===== src/rtl/mips_dunit_pkg.sv =====
`default_nettype none
// +--------------------------------------------------------------------+
// | mips_dunit_pkg: shared constants and state encoding for the loader |
// | Revision: 1.0                                                       |
// +--------------------------------------------------------------------+
package mips_dunit_pkg;

  localparam int unsigned NB_BYTE = 8;
  localparam logic [31:0] HALT_INST = 32'hFFFF_FFFF;

  typedef enum logic [1:0] {
    ST_IDLE  = 2'd0,
    ST_RECV  = 2'd1,
    ST_WRITE = 2'd2,
    ST_DONE  = 2'd3
  } loader_state_e;

endpackage
`default_nettype wire


===== src/rtl/dunit_word_assembler.sv =====
`default_nettype none
// +--------------------------------------------------------------------+
// | dunit_word_assembler: big-endian byte-to-word packer              |
// | Revision: 1.0                                                       |
// +--------------------------------------------------------------------+
module dunit_word_assembler
  import mips_dunit_pkg::*;
(
  input  logic                 i_clk,
  input  logic                 i_reset,
  input  logic                 i_clear,
  input  logic                 i_push,
  input  logic [NB_BYTE-1:0]   i_byte,
  output logic [4*NB_BYTE-1:0] o_word,
  output logic                 o_word_valid
);

  logic [3*NB_BYTE-1:0] r_shift;
  logic [1:0]           r_byte_cnt;

  always_ff @(posedge i_clk) begin
    if (i_reset || i_clear) begin
      r_shift    <= '0;
      r_byte_cnt <= 2'd0;
    end else if (i_push) begin
      r_shift    <= {r_shift[2*NB_BYTE-1:0], i_byte};
      r_byte_cnt <= r_byte_cnt + 2'd1;
    end
  end

  // The 4th byte completes the word combinationally so the owner can register it on the same edge.
  assign o_word       = {r_shift, i_byte};
  assign o_word_valid = i_push && (r_byte_cnt == 2'd3);

endmodule
`default_nettype wire


===== src/rtl/dunit_inst_loader.sv =====
`default_nettype none
// +--------------------------------------------------------------------+
// | dunit_inst_loader: UART bytes -> IF instruction memory writes      |
// | Revision: 1.0                                                       |
// +--------------------------------------------------------------------+
module dunit_inst_loader #(
  parameter int NB_REG   = 32,
  parameter int NB_WIDHT = 9
) (
  input  logic                                i_clk,
  input  logic                                i_reset,
  input  logic                                i_load_start,
  input  logic [mips_dunit_pkg::NB_BYTE-1:0]  i_rx_data,
  input  logic                                i_rx_valid,
  output logic                                o_dunit_w_en,
  output logic [NB_WIDHT-1:0]                 o_dunit_addr,
  output logic [NB_REG-1:0]                   o_dunit_data,
  output logic                                o_dunit_clk_en,
  output logic                                o_busy,
  output logic                                o_load_done,
  output logic                                o_overflow,
  output logic [NB_WIDHT-2:0]                 o_inst_count
);

  import mips_dunit_pkg::*;

  localparam logic [NB_WIDHT-1:0] c_last_addr = NB_WIDHT'((1 << NB_WIDHT) - 4);
  localparam logic [NB_WIDHT-1:0] c_addr_step = NB_WIDHT'(4);
  localparam logic [NB_WIDHT-2:0] c_cnt_one   = (NB_WIDHT-1)'(1);

  loader_state_e          r_state;
  logic                   r_w_en;
  logic [NB_WIDHT-1:0]    r_addr;
  logic [NB_REG-1:0]      r_data;
  logic                   r_clk_en;
  logic                   r_busy;
  logic                   r_load_done;
  logic                   r_overflow;
  logic [NB_WIDHT-2:0]    r_inst_count;

  logic                   w_start;
  logic                   w_push;
  logic [4*NB_BYTE-1:0]   w_word;
  logic                   w_word_valid;

  assign w_start = i_load_start && (r_state == ST_IDLE || r_state == ST_DONE);
  // Bytes landing in the WRITE cycle belong to the next word, so keep accepting them.
  assign w_push  = i_rx_valid && (r_state == ST_RECV || r_state == ST_WRITE);

  dunit_word_assembler u_assembler (
    .i_clk        (i_clk),
    .i_reset      (i_reset),
    .i_clear      (w_start),
    .i_push       (w_push),
    .i_byte       (i_rx_data),
    .o_word       (w_word),
    .o_word_valid (w_word_valid)
  );

  always_ff @(posedge i_clk) begin
    if (i_reset) begin
      r_state      <= ST_IDLE;
      r_w_en       <= 1'b0;
      r_addr       <= '0;
      r_data       <= '0;
      r_clk_en     <= 1'b1;
      r_busy       <= 1'b0;
      r_load_done  <= 1'b0;
      r_overflow   <= 1'b0;
      r_inst_count <= '0;
    end else begin
      r_w_en <= 1'b0;
      case (r_state)
        ST_IDLE, ST_DONE: begin
          if (w_start) begin
            r_state      <= ST_RECV;
            r_addr       <= '0;
            r_inst_count <= '0;
            r_load_done  <= 1'b0;
            r_overflow   <= 1'b0;
            r_busy       <= 1'b1;
            r_clk_en     <= 1'b0;
          end
        end
        ST_RECV: begin
          if (w_word_valid) begin
            r_state <= ST_WRITE;
            r_w_en  <= 1'b1;
            r_data  <= w_word;
          end
        end
        ST_WRITE: begin
          r_inst_count <= r_inst_count + c_cnt_one;
          if (r_data == HALT_INST || r_addr == c_last_addr) begin
            r_state     <= ST_DONE;
            r_load_done <= 1'b1;
            r_busy      <= 1'b0;
            r_clk_en    <= 1'b1;
            r_overflow  <= (r_data != HALT_INST);
          end else begin
            r_state <= ST_RECV;
            r_addr  <= r_addr + c_addr_step;
          end
        end
        default: r_state <= ST_IDLE;
      endcase
    end
  end

  assign o_dunit_w_en   = r_w_en;
  assign o_dunit_addr   = r_addr;
  assign o_dunit_data   = r_data;
  assign o_dunit_clk_en = r_clk_en;
  assign o_busy         = r_busy;
  assign o_load_done    = r_load_done;
  assign o_overflow     = r_overflow;
  assign o_inst_count   = r_inst_count;

endmodule
`default_nettype wire

===== config.mk =====
export PLATFORM = sky130hd
export DESIGN_NAME = dunit_inst_loader
export DESIGN_NICKNAME = d
export VERILOG_FILES = /design/src/rtl/mips_dunit_pkg.sv /design/src/rtl/dunit_word_assembler.sv /design/src/rtl/dunit_inst_loader.sv
export SDC_FILE = /design/constraint.sdc
export NUM_CORES = 1
export LEC_CHECK = 0
export BUFFER_PORTS_ARGS = -buffer_cell sky130_fd_sc_hd__buf_2
export CAP_MARGIN = 20
export CELL_PAD_IN_SITES_DETAIL_PLACEMENT = 0
export CELL_PAD_IN_SITES_GLOBAL_PLACEMENT = 1
export CORE_ASPECT_RATIO = 1.75
export CORE_MARGIN = 4
export CORE_UTILIZATION = 39
export CTS_CLUSTER_DIAMETER = 40
export DETAILED_ROUTE_END_ITERATION = 16
export PLACE_DENSITY = 0.84
export SLEW_MARGIN = 20
export SYNTH_ARGS = -nofsm -noshare
export SYNTH_HDL_FRONTEND = slang
export SYNTH_SLANG_ARGS = --single-unit

===== constraint.sdc =====
create_clock -name i_clk -period 2.66 [get_ports i_clk]
set_input_delay 0 -clock i_clk [delete_from_list [all_inputs] [get_ports i_clk]]
set_output_delay 0 -clock i_clk [all_outputs]
set_load 0.01 [all_outputs]

==> qor.csv <==
stage,metric,value,unit
logic_synthesis,ys_seq_area_share,51.1,%
global_route,met1_usage,19.6,%
global_route,grt_max_degree,33,
cts,postCtsSetupBuffers,0,
worst_hold_path,hold_path_startpoint,i_reset,
worst_hold_path,hold_path_end,o_dunit_data[4],
sta,rsz0062_at_grt,false,
floorplan,die_area,0.00959,mm²
global_route,antenna_found_initial,0,
cells_and_area,nets,479,
sta,setup_ws,0.535,ns
sta,clock_skew,0.00389,ns
logic_synthesis,syn_area,0.00314,mm²
route,dr_total_vias,2851,
critical_path,crit_path_start_kind,flop,
logic_synthesis,synth_top_family_by_area,simple AND/OR/NAND/NOR gates,
critical_path,crit_type,flop to flop,
sta,worst_slew_pin_slew,0.528,ns
logic_synthesis,netlist.area_leader.share,51.1,%
logic_synthesis,yosysMostFrequentCell,nand2_1,
run,maxCapViolCount,0,
cts,clockRootBuffer,clkbuf_16,
pwr,peakVddDrop,0.412,mV
logic_synthesis,yosysTopAreaCell,dfxtp_1,
cells_and_area,fill_cells,804,
logic_synthesis,syn-instance-count,390,
run_status,status,"complete, no violations",
critical_path,regToRegStartpoint,o_dunit_data[28],
global_route,track_usage,18.6,%
sta,post-route-min-period,2.12,ns
cells_and_area,utilization,49.9,%
cells_and_area,area.growth.synth_to_final,25.9,%
route,firstDrtPassIters,4,
global_route,overflow,0,
cells_and_area,fin_cells,555,
logic_synthesis,ys.flop_type,dfxtp_1,
sta,finalHoldViolCount,0,
cts,insertion_delay,0.33,ns
place,place_ws,0.543,ns
sta,setup_viol,0,
critical_path,rrSetupSlack,0.54,ns
cts,cts_buffer_depth,2,
route,drt_iter0_markers,158,
logic_synthesis,synthAdderAreaFrac,2.79,%
logic_synthesis,yosysWarnings,0,
logic_synthesis,syn_avg_cell_area,8.04,µm²
pwr,p_per_area,680,mW/mm²
logic_synthesis,synthDistinctLibCells,35,
global_route,met3_usage,4.12,%
logic_synthesis,synth_edf_count,0,
global_route,grt_pass1_vias,2806,
logic_synthesis,synth-seq-cells,80,
global_route,grt_use_met2,33.2,%
route,drc,0,
critical_path,reg2regPathDepth,5,
cts,htreeDepth,3,
critical_path,arrival,2.34,ns
place,post-dp-hpwl,6.25,mm
cells_and_area,drive_above_1_share,20.0,%
route,via_per_inst,5.14,
floorplan,ios,66,
sta,fin_crit_sh,79.9,%
critical_path,worstPathMaxFanout,7,
cts,cts_sinks,80,
logic_synthesis,synth_compound_area_share,14.7,%
cts,cts_tree,done,
route,drt-total-wl,8.47,mm
worst_hold_path,hp-class,input pin to flop,
global_route,grt_pass1_wl,13.4,mm
route,antenna_left,0,
cts,clkTransAtPathRegs,0.06,ns
place,place_inst,531,
place,io_buffers,63,
floorplan,die_h,127,µm
logic_synthesis,yosys-mux-area-fraction,1.68,%
logic_synthesis,ys_top_cells_by_count,"nand2_1 (127), dfxtp_1 (80), a21oi_1 (68)",
sta,slew_headroom,64.6,%
global_route,top_usage_layer,met2,
cells_and_area,diodes,0,
floorplan,coreArea,0.00791,mm²
logic_synthesis,synthArstFlopShare,0,%
logic_synthesis,synth_xor_area_share,1.96,%
worst_hold_path,min_delay_path_depth,2,
critical_path,cp.required,2.88,ns
critical_path,r2r_end,o_dunit_addr[4],
route,wl_per_cell,15.3,µm
pwr,p_leak,1.59,nW
place,place.gp.congestion,0.835,
floorplan,die_x,75.8,µm
critical_path,critPathCaptureType,flop,
sta,slew_viol_final,0,
logic_synthesis,yosys.area_share.simple,23.9,%
sta,tns,0,ns
logic_synthesis,ys_top_cells_by_area,"dfxtp_1 (51%), nand2_1 (15%), a21oi_1 (11%)",
floorplan,rows,43,
floorplan,start_util,39.6,%
sta,fmax,471,MHz
cts,numCtsBuffers,9,
-- critical path, stage by stage (launching register included) --
cell and delay [ns]:
dfxtp_1 0.35, nand4_1 0.15, or4_4 0.57, o21ai_1 0.45, a21oi_1 0.15, mux2_1 0.33
-- flip-flops by register name, indices dropped and copies added (netlist names), 2 cells and up --
name                    flops
u_assembler.r_byte_cnt      2
o_inst_count                8
o_dunit_data               32
o_dunit_addr                7
u_assembler.r_shift        24
r_state                     2
-- layout make-up --
class | count | area, µm² | share of cell area, %
sequential | 80 | 1600 | 40.6
tap | 90 | 113 | 2.85
clock buffer | 13 | 250 | 6.34
inverter | 5 | 18.8 | 0.475
timing repair buffer | 82 | 478 | 12.1
multi-input combinational | 282 | 1420 | 36.0
clock inverter | 3 | 65.1 | 1.65
-- worst max path at each step --
stage	from	to	slack, ns
after floorplan	o_dunit_addr[2]	o_dunit_addr[4]	0.75
after global placement	o_dunit_data[28]	o_dunit_addr[4]	0.58
after detailed placement	o_dunit_data[14]	o_dunit_addr[4]	0.54
after CTS	o_dunit_data[28]	o_dunit_addr[4]	0.55
after global routing	r_state[0]	o_dunit_addr[5]	0.41
final	o_dunit_data[28]	o_dunit_addr[4]	0.54
-- where the power goes --
part	total (W)	switching, W	internal (W)
logic	0.000162	0.000107	0.0000549
registers	0.00122	0.00000973	0.00121
clock network	0.00130	0.000455	0.000846
-- stage by stage --
step | total power (W) | hold WS [ns] | area (µm²)
2_1_floorplan | 0.00134 | 0.136 | 3140
3_3_place_gp | 0.00140 | 0.268 | 3550
3_5_place_dp | 0.00140 | 0.272 | 3550
4_1_cts | 0.00272 | 0.0656 | 3950
5_1_grt | 0.00278 | 0.104 | 3950
6_report | 0.00268 | 0.0878 | 3950
-- cell families after synthesis --
logic type | count (synthesis)
adder cells (fa/ha/maj) | 7
buffers and inverters | 29
other | 1
AO/OA/AOI/OAI | 85
multiplexers | 5
AND/OR/NAND/NOR | 176
XOR/XNOR | 7
flip-flops | 80
-- what timing repair did --
item	in CTS	in global routing
hold buffers	8	0
endpoints found under the hold margin	16	0
resized for setup	0	0
-- routing by layer --
layer	share of wire, %	routed length, µm
met5	0	0
met4	2.8	233
met3	4.4	375
met2	55	4690
met1	37	3170
-- placed cells by master (no fill, tap or decap), types with 3 or more instances in the layout --
cell type        n
a21oi_1         68
clkbuf_1         3
dfxtp_1         80
buf_2           63
nor2_1          14
nand2b_1         3
clkbuf_16        9
nand3_1          5
nor3_1           3
and3_1           4
nand2_1        127
buf_4           11
ha_1             7
inv_1            5
o21ai_0          4
nand4_1         12
xor2_1           5
mux2i_1          3
dlygate4sd3_1    8
(Power assumes the default switching activity.)
